[src/rtl/gbdmg_vgm_pkg.sv]
// gbdmg_vgm_pkg: shared definitions for the gbdmg VGM command player.
// Holds the VGM opcode constants, the fixed wait lengths, the player state
// enum and the opcode decoder used in the FETCH state.
package gbdmg_vgm_pkg;

  localparam logic [7:0] OP_GB_WRITE = 8'hB3;
  localparam logic [7:0] OP_WAIT_N   = 8'h61;
  localparam logic [7:0] OP_WAIT_735 = 8'h62;
  localparam logic [7:0] OP_WAIT_882 = 8'h63;
  localparam logic [7:0] OP_END      = 8'h66;

  localparam logic [15:0] WAIT_735 = 16'd735;
  localparam logic [15:0] WAIT_882 = 16'd882;

  typedef enum logic [2:0] {FETCH, OPERAND, WRITE, WAIT, DONE, ERROR} state_t;

  // Command class chosen from the opcode byte.
  typedef enum logic [2:0] {K_WRITE, K_WAIT16, K_WAIT, K_SKIP, K_END, K_BAD} kind_t;

  typedef struct packed {
    kind_t       kind;
    logic [2:0]  nops;  // operand bytes still to collect
    logic [15:0] n;     // immediate wait length (K_WAIT only)
  } dec_t;

  function automatic dec_t op_decode(input logic [7:0] op);
    dec_t d;
    d.kind = K_BAD;
    d.nops = 3'd0;
    d.n    = 16'd0;
    if (op == OP_GB_WRITE) begin
      d.kind = K_WRITE;  d.nops = 3'd2;
    end else if (op == OP_WAIT_N) begin
      d.kind = K_WAIT16; d.nops = 3'd2;
    end else if (op == OP_WAIT_735) begin
      d.kind = K_WAIT;   d.n = WAIT_735;
    end else if (op == OP_WAIT_882) begin
      d.kind = K_WAIT;   d.n = WAIT_882;
    end else if (op[7:4] == 4'h7) begin
      d.kind = K_WAIT;   d.n = {12'd0, op[3:0]} + 16'd1;
    end else if (op[7:4] == 4'h8) begin
      d.kind = K_WAIT;   d.n = {12'd0, op[3:0]};
    end else if (op == OP_END) begin
      d.kind = K_END;
    end else if (op[7:4] == 4'h3 || op == 8'h4F || op == 8'h50) begin
      d.kind = K_SKIP;   d.nops = 3'd1;
    end else if (op[7:4] == 4'h4 || op[7:4] == 4'h5 ||
                 op[7:4] == 4'hA || op[7:4] == 4'hB) begin
      // 0x4F, 0x50 and 0xB3 were claimed by earlier branches
      d.kind = K_SKIP;   d.nops = 3'd2;
    end else if (op[7:5] == 3'b110) begin
      d.kind = K_SKIP;   d.nops = 3'd3;
    end else if (op[7:5] == 3'b111) begin
      d.kind = K_SKIP;   d.nops = 3'd4;
    end else begin
      d.kind = K_BAD;
    end
    return d;
  endfunction

endpackage

[src/rtl/gbdmg_vgm_wait.sv]
// gbdmg_vgm_wait: VGM wait timer (sample divider + sample counter).
// Ports:
//   clk, rst_n  clock, asynchronous active-low reset
//   load        load counter with n and restart the divider at SAMPLE_DIV-1
//   n           wait length in 44.1 kHz samples (must be nonzero when loaded)
//   run         advance the timer this cycle (0 freezes everything)
//   expire      high on the cycle whose tick takes the counter to zero
module gbdmg_vgm_wait #(
  parameter int SAMPLE_DIV = 567,
  parameter int WAIT_W     = 16
) (
  input  logic              clk,
  input  logic              rst_n,
  input  logic              load,
  input  logic [WAIT_W-1:0] n,
  input  logic              run,
  output logic              expire
);

  localparam int DIV_W = (SAMPLE_DIV > 1) ? $clog2(SAMPLE_DIV) : 1;
  localparam logic [DIV_W-1:0] DIV_LAST = DIV_W'(SAMPLE_DIV - 1);

  logic [DIV_W-1:0]  div;
  logic [WAIT_W-1:0] cnt;

  // Divider counts SAMPLE_DIV cycles per sample; each underflow consumes one sample.
  always_ff @(posedge clk or negedge rst_n) begin
    if (!rst_n) begin
      div <= {DIV_W{1'b0}};
      cnt <= {WAIT_W{1'b0}};
    end else if (load) begin
      div <= DIV_LAST;
      cnt <= n;
    end else if (run) begin
      if (div == {DIV_W{1'b0}}) begin
        div <= DIV_LAST;
        if (cnt != {WAIT_W{1'b0}}) begin
          cnt <= cnt - WAIT_W'(1);
        end
      end else begin
        div <= div - DIV_W'(1);
      end
    end
  end

  assign expire = run && (div == {DIV_W{1'b0}}) && (cnt == WAIT_W'(1));

endmodule

[src/rtl/gbdmg_vgm_player.sv]
// gbdmg_vgm_player: VGM byte-stream sequencer feeding the gbdmg APU.
// Accepts VGM command bytes over valid/ready, turns 0xB3 commands into
// single-cycle register writes and times wait commands in sample units.
// Ports:
//   in_clk, in_rst          clock, asynchronous active-low reset
//   in_data/in_valid/out_ready  byte stream handshake
//   in_run                  1 = play, 0 = pause
//   out_reg/out_val/out_wr  APU register write port
//   out_busy                high while waiting
//   out_done                end of stream reached (sticky)
//   out_err                 unsupported opcode seen (sticky)
//   out_loop                only with GBDMG_VGM_LOOP_EN: one-cycle pulse on 0x66
// Optional build macro: GBDMG_VGM_LOOP_EN (0x66 loops instead of stopping).
module gbdmg_vgm_player
  import gbdmg_vgm_pkg::*;
#(
  parameter int SAMPLE_DIV = 567,
  parameter int WAIT_W     = 16
) (
  input  logic       in_clk,
  input  logic       in_rst,
  input  logic [7:0] in_data,
  input  logic       in_valid,
  output logic       out_ready,
  input  logic       in_run,
  output logic [5:0] out_reg,
  output logic [7:0] out_val,
  output logic       out_wr,
  output logic       out_busy,
  output logic       out_done,
  output logic       out_err
`ifdef GBDMG_VGM_LOOP_EN
  ,
  output logic       out_loop
`endif
);

  state_t            state;
  kind_t             kind;
  logic [2:0]        rem;
  logic [7:0]        prev;
  logic              accept;
  dec_t              dec;
  logic [15:0]       full;
  logic              wait_load;
  logic [WAIT_W-1:0] wait_n;
  logic              wait_run;
  logic              expire;

  assign out_ready = in_run && (state == FETCH || state == OPERAND);
  assign accept    = in_valid && out_ready;
  assign wait_run  = in_run && (state == WAIT);

  // Decode the incoming byte and decide whether the wait timer loads this cycle.
  always_comb begin
    dec       = op_decode(in_data);
    full      = {in_data, prev};  // little-endian 16-bit operand pair
    wait_load = 1'b0;
    wait_n    = {WAIT_W{1'b0}};
    if (accept && state == FETCH && dec.kind == K_WAIT && dec.n != 16'd0) begin
      wait_load = 1'b1;
      wait_n    = WAIT_W'(dec.n);
    end else if (accept && state == OPERAND && rem == 3'd1 &&
                 kind == K_WAIT16 && full != 16'd0) begin
      wait_load = 1'b1;
      wait_n    = WAIT_W'(full);
    end else begin
      wait_load = 1'b0;
      wait_n    = {WAIT_W{1'b0}};
    end
  end

  gbdmg_vgm_wait #(
    .SAMPLE_DIV(SAMPLE_DIV),
    .WAIT_W    (WAIT_W)
  ) u_wait (
    .clk   (in_clk),
    .rst_n (in_rst),
    .load  (wait_load),
    .n     (wait_n),
    .run   (wait_run),
    .expire(expire)
  );

  // Command FSM with registered APU write port and status flags.
  always_ff @(posedge in_clk or negedge in_rst) begin
    if (!in_rst) begin
      state    <= FETCH;
      kind     <= K_SKIP;
      rem      <= 3'd0;
      prev     <= 8'h00;
      out_reg  <= 6'h00;
      out_val  <= 8'h00;
      out_wr   <= 1'b0;
      out_busy <= 1'b0;
      out_done <= 1'b0;
      out_err  <= 1'b0;
`ifdef GBDMG_VGM_LOOP_EN
      out_loop <= 1'b0;
`endif
    end else begin
      out_wr <= 1'b0;
`ifdef GBDMG_VGM_LOOP_EN
      out_loop <= 1'b0;
`endif
      case (state)
        FETCH: begin
          if (accept) begin
            kind <= dec.kind;
            rem  <= dec.nops;
            case (dec.kind)
              K_WRITE, K_WAIT16, K_SKIP: state <= OPERAND;
              K_WAIT: begin
                if (dec.n != 16'd0) begin
                  state    <= WAIT;
                  out_busy <= 1'b1;
                end else begin
                  state <= FETCH;
                end
              end
              K_END: begin
`ifdef GBDMG_VGM_LOOP_EN
                out_loop <= 1'b1;
                state    <= FETCH;
`else
                out_done <= 1'b1;
                state    <= DONE;
`endif
              end
              default: begin
                out_err <= 1'b1;
                state   <= ERROR;
              end
            endcase
          end
        end
        OPERAND: begin
          if (accept) begin
            prev <= in_data;
            rem  <= rem - 3'd1;
            if (rem == 3'd1) begin
              if (kind == K_WRITE) begin
                // Register indices beyond the APU map are dropped silently.
                if (prev < 8'h40) begin
                  out_reg <= prev[5:0];
                  out_val <= in_data;
                  out_wr  <= 1'b1;
                  state   <= WRITE;
                end else begin
                  state <= FETCH;
                end
              end else if (kind == K_WAIT16 && full != 16'd0) begin
                out_busy <= 1'b1;
                state    <= WAIT;
              end else begin
                state <= FETCH;
              end
            end
          end
        end
        WRITE: state <= FETCH;
        WAIT: begin
          if (expire) begin
            out_busy <= 1'b0;
            state    <= FETCH;
          end
        end
        DONE:  state <= DONE;
        ERROR: state <= ERROR;
        default: begin
          out_err <= 1'b1;
          state   <= ERROR;
        end
      endcase
    end
  end

endmodule

[config.mk]
export PLATFORM = sky130hd
export DESIGN_NAME = gbdmg_vgm_player
export DESIGN_NICKNAME = d
export VERILOG_FILES = /design/src/rtl/gbdmg_vgm_pkg.sv /design/src/rtl/gbdmg_vgm_wait.sv /design/src/rtl/gbdmg_vgm_player.sv
export SDC_FILE = /design/constraint.sdc
export NUM_CORES = 1
export LEC_CHECK = 0
export ABC_AREA = 1
export ABC_CLOCK_PERIOD_IN_PS = 5800
export BUFFER_PORTS_ARGS = -buffer_cell sky130_fd_sc_hd__buf_2
export CELL_PAD_IN_SITES_DETAIL_PLACEMENT = 1
export CELL_PAD_IN_SITES_GLOBAL_PLACEMENT = 1
export CORE_UTILIZATION = 47
export CTS_CLUSTER_SIZE = 20
export DETAILED_ROUTE_END_ITERATION = 6
export PLACE_DENSITY_LB_ADDON = 0.08
export SYNTH_ARGS = -nofsm -noshare
export SYNTH_HDL_FRONTEND = slang
export SYNTH_HIERARCHICAL = 1
export SYNTH_SLANG_ARGS = --single-unit
[constraint.sdc]
create_clock -name in_clk -period 5.8 [get_ports in_clk]
set_input_delay 0.29 -clock in_clk [delete_from_list [all_inputs] [get_ports in_clk]]
set_output_delay 0.29 -clock in_clk [all_outputs]
set_load 0.005 [all_outputs]
; After elaboration in Yosys (flattened, before gate mapping)
; Cells that the tools add are included.
[totals]
reg_bits = 61
in_bits = 12
out_inout_bits = 19
[classes]
add_sub_neg = 4
magnitude_cmp = 1
eq_ne = 37
muxes = 64
n_bitwise = 1
n_reduce_logical = 43
[ops]
columns = operator, n
row1 = $mux 16, 6
row2 = $mux 10, 7
row3 = $mux 3, 19
row4 = $eq 8x7->1 const B, 6
row5 = $reduce_bool 16->1, 3
row6 = $mux 6, 5
row7 = $mux 1, 17
row8 = $eq 16x1->1 const B, 1
row9 = $sub 16x1->16 const B, 1
row10 = $eq 3x3->1 const B, 5
row11 = $pmux 3 s5, 1
row12 = $logic_and 1x1->1, 13
row13 = $eq 3x1->1 const B, 4
row14 = $eq 3x2->1 const B, 4
row15 = $eq 4x3->1 const B, 3
row16 = $eq 4x4->1 const B, 3
row17 = $reduce_and 3->1, 4
row18 = $logic_not 10->1, 1
row19 = $ne 2x2->1 const B, 5
row20 = $reduce_or 5->1, 2
row21 = $sub 10x1->10 const B, 1
row22 = $logic_not 3->1, 3
row23 = $pmux 3 s3, 1
row24 = $reduce_and 9->1, 1
row25 = 20 further kinds, 34

; Depth between registers and ports, before layout
[depth]
word_depth = 19
depth_mapped = 19
mapped_depth_nobuf = 19

; Cells and area by module
; Netlist, hierarchy kept.
[by_module_without_submodules]
columns = mod, n_inst, cells_per_inst, area_per_inst_um2
row1 = gbdmg_vgm_player, 1, 316, 2237.1
row2 = gbdmg_vgm_wait, 1, 245, 1717.9

; Worst setup path after synthesis
; OpenSTA, ideal clock, no wires.
[synth_path]
kind = register to register
start = reg state[1]
end = reg u_wait.div[7]
arrival_time_ns = 2.246
required_time_ns = 5.681
setup_slack_ns = 3.435
path_stages_with_launch = 15
path_buffers = 2
synth_period_minus_slack_ns = 2.365
path_cell_list = dfrtp_1 > nor2_2 > inv_2 > nor2_4 > nand2_4 > nor2_4 > nand4_2 > buf_2 > nand2_1 > buf_4 > nor2_2 > nor4_1 > nand3_1 > nand2_1 > nor2_1
[synth_via]
elab_chain_cells = 11
[synth_lines]
columns = item, line
row1 = from (decl), gbdmg_vgm_player.sv:38  ; state_t state;
row2 = from (signal assigned), gbdmg_vgm_player.sv:88  ; state <= FETCH;
row3 = from (signal assigned), gbdmg_vgm_player.sv:112  ; K_WRITE, K_WAIT16, K_SKIP: state <= OPERAND;
row4 = from (signal assigned), gbdmg_vgm_player.sv:115  ; state <= WAIT;
row5 = $eq 3x1->1 / $logic_not 3->1 (equally long branches), gbdmg_vgm_player.sv:50  ; assign out_ready = in_run && (state == FETCH || state == OPERAND);
row6 = $logic_or 1x1->1 *, gbdmg_vgm_player.sv:50
row7 = $logic_and 1x1->1 *, gbdmg_vgm_player.sv:50
row8 = via out_ready, gbdmg_vgm_player.sv:24  ; output logic out_ready,
row9 = $logic_and 1x1->1 *, gbdmg_vgm_player.sv:51  ; assign accept = in_valid && out_ready;
row10 = $logic_and 1x1->1 (3 in series), gbdmg_vgm_player.sv:63  ; end else if (accept && state == OPERAND && rem == 3'd1 &&
row11 = $logic_and 1x1->1, gbdmg_vgm_player.sv:64  ; kind == K_WAIT16 && full != 16'd0) begin
row12 = $mux 1, gbdmg_vgm_player.sv:63
row13 = $mux 1 *, gbdmg_vgm_player.sv:60  ; if (accept && state == FETCH && dec.kind == K_WAIT && dec.n != 16'd0) begin
row14 = via wait_load, gbdmg_vgm_player.sv:45  ; logic wait_load;
row15 = $mux 10 / $reduce_bool 2->1 (equally long branches), -
row16 = to (signal assigned), gbdmg_vgm_wait.sv:29  ; div <= {DIV_W{1'b0}};
row17 = to (signal assigned), gbdmg_vgm_wait.sv:41  ; div <= div - DIV_W'(1);
row18 = to (decl), gbdmg_vgm_wait.sv:23  ; logic [DIV_W-1:0] div;
; Mark *: on every way through the listed nets, which the timed path passes. The rest lies on a longest branch.
; A chain may end at the register's enable or synchronous reset.

; Worst setup path in the final report
[layout_path]
start = reg state[1]
end = reg u_wait.cnt[12]
[layout_via]
elab_chain_cells = 12
[layout_lines]
columns = item, line
row1 = $eq 3x1->1 / $logic_not 3->1 (equally long branches), "gbdmg_vgm_player.sv:50, gbdmg_vgm_player.sv:63, gbdmg_vgm_player.sv:60"
row2 = $logic_or 1x1->1, gbdmg_vgm_player.sv:50
row3 = $logic_and 1x1->1, gbdmg_vgm_player.sv:50
row4 = $logic_and 1x1->1, gbdmg_vgm_player.sv:51
row5 = $logic_and 1x1->1 (3 in series), gbdmg_vgm_player.sv:63
row6 = $logic_and 1x1->1, gbdmg_vgm_player.sv:64
row7 = $mux 1, gbdmg_vgm_player.sv:63
row8 = $mux 1 *, gbdmg_vgm_player.sv:60
row9 = via wait_load, gbdmg_vgm_player.sv:45
row10 = $reduce_bool 2->1 (no source line), -
row11 = $reduce_and 3->1 (no source line), -
row12 = to (signal assigned), gbdmg_vgm_wait.sv:30  ; cnt <= {WAIT_W{1'b0}};
row13 = to (signal assigned), gbdmg_vgm_wait.sv:33  ; cnt <= n;
row14 = to (signal assigned), gbdmg_vgm_wait.sv:38  ; cnt <= cnt - WAIT_W'(1);
row15 = to (decl), gbdmg_vgm_wait.sv:24  ; logic [WAIT_W-1:0] cnt;
; Marks and branches as above.

==> results.ini <==
[cells_and_area]
multi_input_comb_area_mm2 = 0.00207
layoutNonFillerInstCount = 700
filler_cell_count = 1091
layout_commonest_cell = nand2_1
largest_register_ff_count = 16
registers.top_by_ff_count = u_wait/cnt
mostFrequentLayoutCells = nand2_1 (149), nor2_1 (71), inv_1 (64)
final_net_count = 611
final_cell_area_mm2 = 0.00434
antenna_cells_inserted = 0
register_area_mm2 = 0.00153
layout-drive-gt1-share = 0.148
growth_of_design_area_from_synthesis_to_finish_pct = 9.81
largest_registers = u_wait/cnt (16), u_wait/div (10)

[worst_setup_path]
crit_path_start_kind = flop
cp_num_buf_inv = 3
path_delay_family = simple AND/OR/NAND/NOR gates
reg2reg_to = u_wait/cnt[12]$_DFFE_PN0P_
critPathRequiredTime_ns = 6.03
end_kind = flop
crit-reg2reg-launch = state[1]$_DFFE_PN0P_
critical_path.slowest_cell = nand2_1
largest_fanout_on_the_critical_path = 21
timing.critical_path.slowest_cell_delay_ns = 0.58
timing_worst_setup_path_type = reg -> reg
timing.reg2reg.worst_path_depth = 12
reg2reg_slack_ns = 2.40
cells_along_the_critical_path = nor2_2, inv_2, nor2_4, nand2_4, nor2_4, nand4_2, nand2_1, inv_1, nand3_1, inv_2, nand2_1, nand3_1
worstPathArrival_ns = 3.62

[clock_tree]
sinks_on_clock_net = 61
cts.repair.resized = 0
clk_pin_slew_worst_paths_ns = 0.08
clock_latency_ns = 0.35
cts_hold_repair.buffers = 0
tritoncts = done
number_of_buffers_on_the_longest_clock_path = 2
root_buffer = clkbuf_8
cts_htree_levels = 3
postCtsSetupBuffers = 0
tritoncts.num_buffers = 9

[yosys]
sequential_element_share_of_the_synthesized_area = 0.387
post_synth.cell_area_avg_um2 = 7.05
synth_top_area_cell = dfrtp_1
synthesis.area_mm2 = 0.00396
ys_seq_elements = 61
synth_top_area_frac = 0.373
synth_warnings = 6
netlist_instances = 561
ys_types = 41
synth.top_cells.by_area = dfrtp_1 (37%), nand2_1 (14%), nor2_1 (6.7%), inv_1 (6.1%), o21ai_0 (5.9%)
ys.flop_type = dfrtp_1
synth-async-reset-ratio = 1.00
mappedNetlistNets = 582
synth_edf_count = 0

[detailed_routing]
via_count = 3761
totalWireLength_um = 11300
drtPass1Iterations = 4
detailedRoute.firstIterationViolations = 147
detail_route.wl_per_cell_um = 16.1
post-route-drc-count = 0
antenna_left = 0
via_per_inst = 5.37

[timing]
fin_worst_hold_slack_ns = 0.0918
worst_slew_pin_slew_ns = 0.780
setup_viol = 0
timing.final.crit_period_ns = 3.40
finalMaxSlewViolations = 0
slew_headroom = 0.480
fin_ws_ns = 2.40
timing.fmax_mhz = 294
timing.final.crit_share = 0.585
hold_violations = 0
final_skew_ns = 0.0111
grt_setup_unrepaired = no
tns_ns = 0

[floorplanning]
ioPinCount = 31
dieArea_mm2 = 0.00879
placementRows = 33
die_h_um = 93.7
floorplan.die.width_um = 93.7
core-area_mm2 = 0.00818
initial_core_util = 0.484

[global_route]
grt_usage = 0.280
remaining_overflow_grt = 0
grt_start_max_net_pins = 62
grt_antenna_before_repair = 0
number_of_global_route_vias_before_repair = 3862
grt_pass1_wl_um = 18900

[placement]
io_buffer_count = 30
placedCellCount = 684
post-dp-hpwl_um = 8490
dp_slack_ns = 2.44
finalWeightedCongestion = 0.915
detailed_place.area_mm2 = 0.00416

[power]
ir_worst_vdd_mv = 0.162
power.static_leakage_nw = 2.35
power-per-cell-area_mw_per_mm2 = 197

[worst_hold_path]
min_delay_worst_type = in -> async

[status]
outcome = completed

[run]
max-cap-violations = 0

-- metrics by stage --
step           total power, mW  utilization
2_1_floorplan            0.477            -
3_3_place_gp             0.503        0.509
3_5_place_dp             0.504        0.509
4_1_cts                  0.865        0.531
5_1_grt                  0.889        0.531
6_report                 0.856        0.531
-- metal layers --
layer  share of wire  track usage  up-vias
met3           0.024       0.0469       18
met4           0.016       0.0910        0
li1                -            -     1844
met5               0            0        -
met1            0.47        0.374     1838
met2            0.49        0.462       61
-- how the worst max path moves through the flow --
stage                               startpoint                         end  slack [ns]  cells past startpoint
after CTS                 state[1]$_DFFE_PN0P_  u_wait/cnt[12]$_DFFE_PN0P_        2.46                     12
after floorplan           state[1]$_DFFE_PN0P_   u_wait/div[7]$_DFFE_PN0P_        3.43                     14
after global placement              in_data[0]  u_wait/cnt[14]$_DFFE_PN0P_        2.51                     16
final                     state[1]$_DFFE_PN0P_  u_wait/cnt[12]$_DFFE_PN0P_        2.40                     12
after detailed placement            in_data[0]  u_wait/cnt[14]$_DFFE_PN0P_        2.44                     16
after global routing      state[1]$_DFFE_PN0P_  u_wait/cnt[14]$_DFFE_PN0P_        2.06                     12
-- cells in the mapped netlist (6+ instances only) --
library cell,number
a21oi_1,8
dfrtp_1,59
ha_1,9
inv_1,64
inv_2,7
nand2_1,149
nand3_1,45
nand4_1,9
nor2_1,71
nor2_2,9
nor2_4,6
nor3_1,10
o21ai_0,47
o21ai_1,6
xor2_1,6
-- worst register-to-register path: stages, from the launching register on --
cell     delay [ns]
dfrtp_1        0.43
nor2_2         0.20
inv_2          0.08
nor2_4         0.11
nand2_4        0.09
nor2_4         0.31
nand4_2        0.39
nand2_1        0.58
inv_1          0.47
nand3_1        0.31
inv_2          0.12
nand2_1        0.11
nand3_1        0.07
-- cell type report --
type	instances	area share
multi-input combinational	415	0.476
clock inverter	6	0.0109
sequential	61	0.352
inverter	72	0.0628
clock buffer	10	0.0317
timing repair buffer	31	0.0363
tap	105	0.0303
-- cells by family (layout without fill, tap and decap cells) --
group,count (synthesis),in the layout,synth area share
xor gates and xnor gates,11,11,0.0244
buffers and inverters,85,119,0.0908
and+or+nand+nor,322,322,0.369
adders and majority gates,9,9,0.0285
DFF,61,61,0.387
AOI/OAI and AO/OA,73,73,0.101
-- power by group --
group,switching (mW),internal [mW],total (mW)
registers,0.00347,0.431,0.434
logic,0.0456,0.0159,0.0615
clock network,0.192,0.169,0.361
total,0.241,0.615,0.856
(Power assumes the default switching activity.)
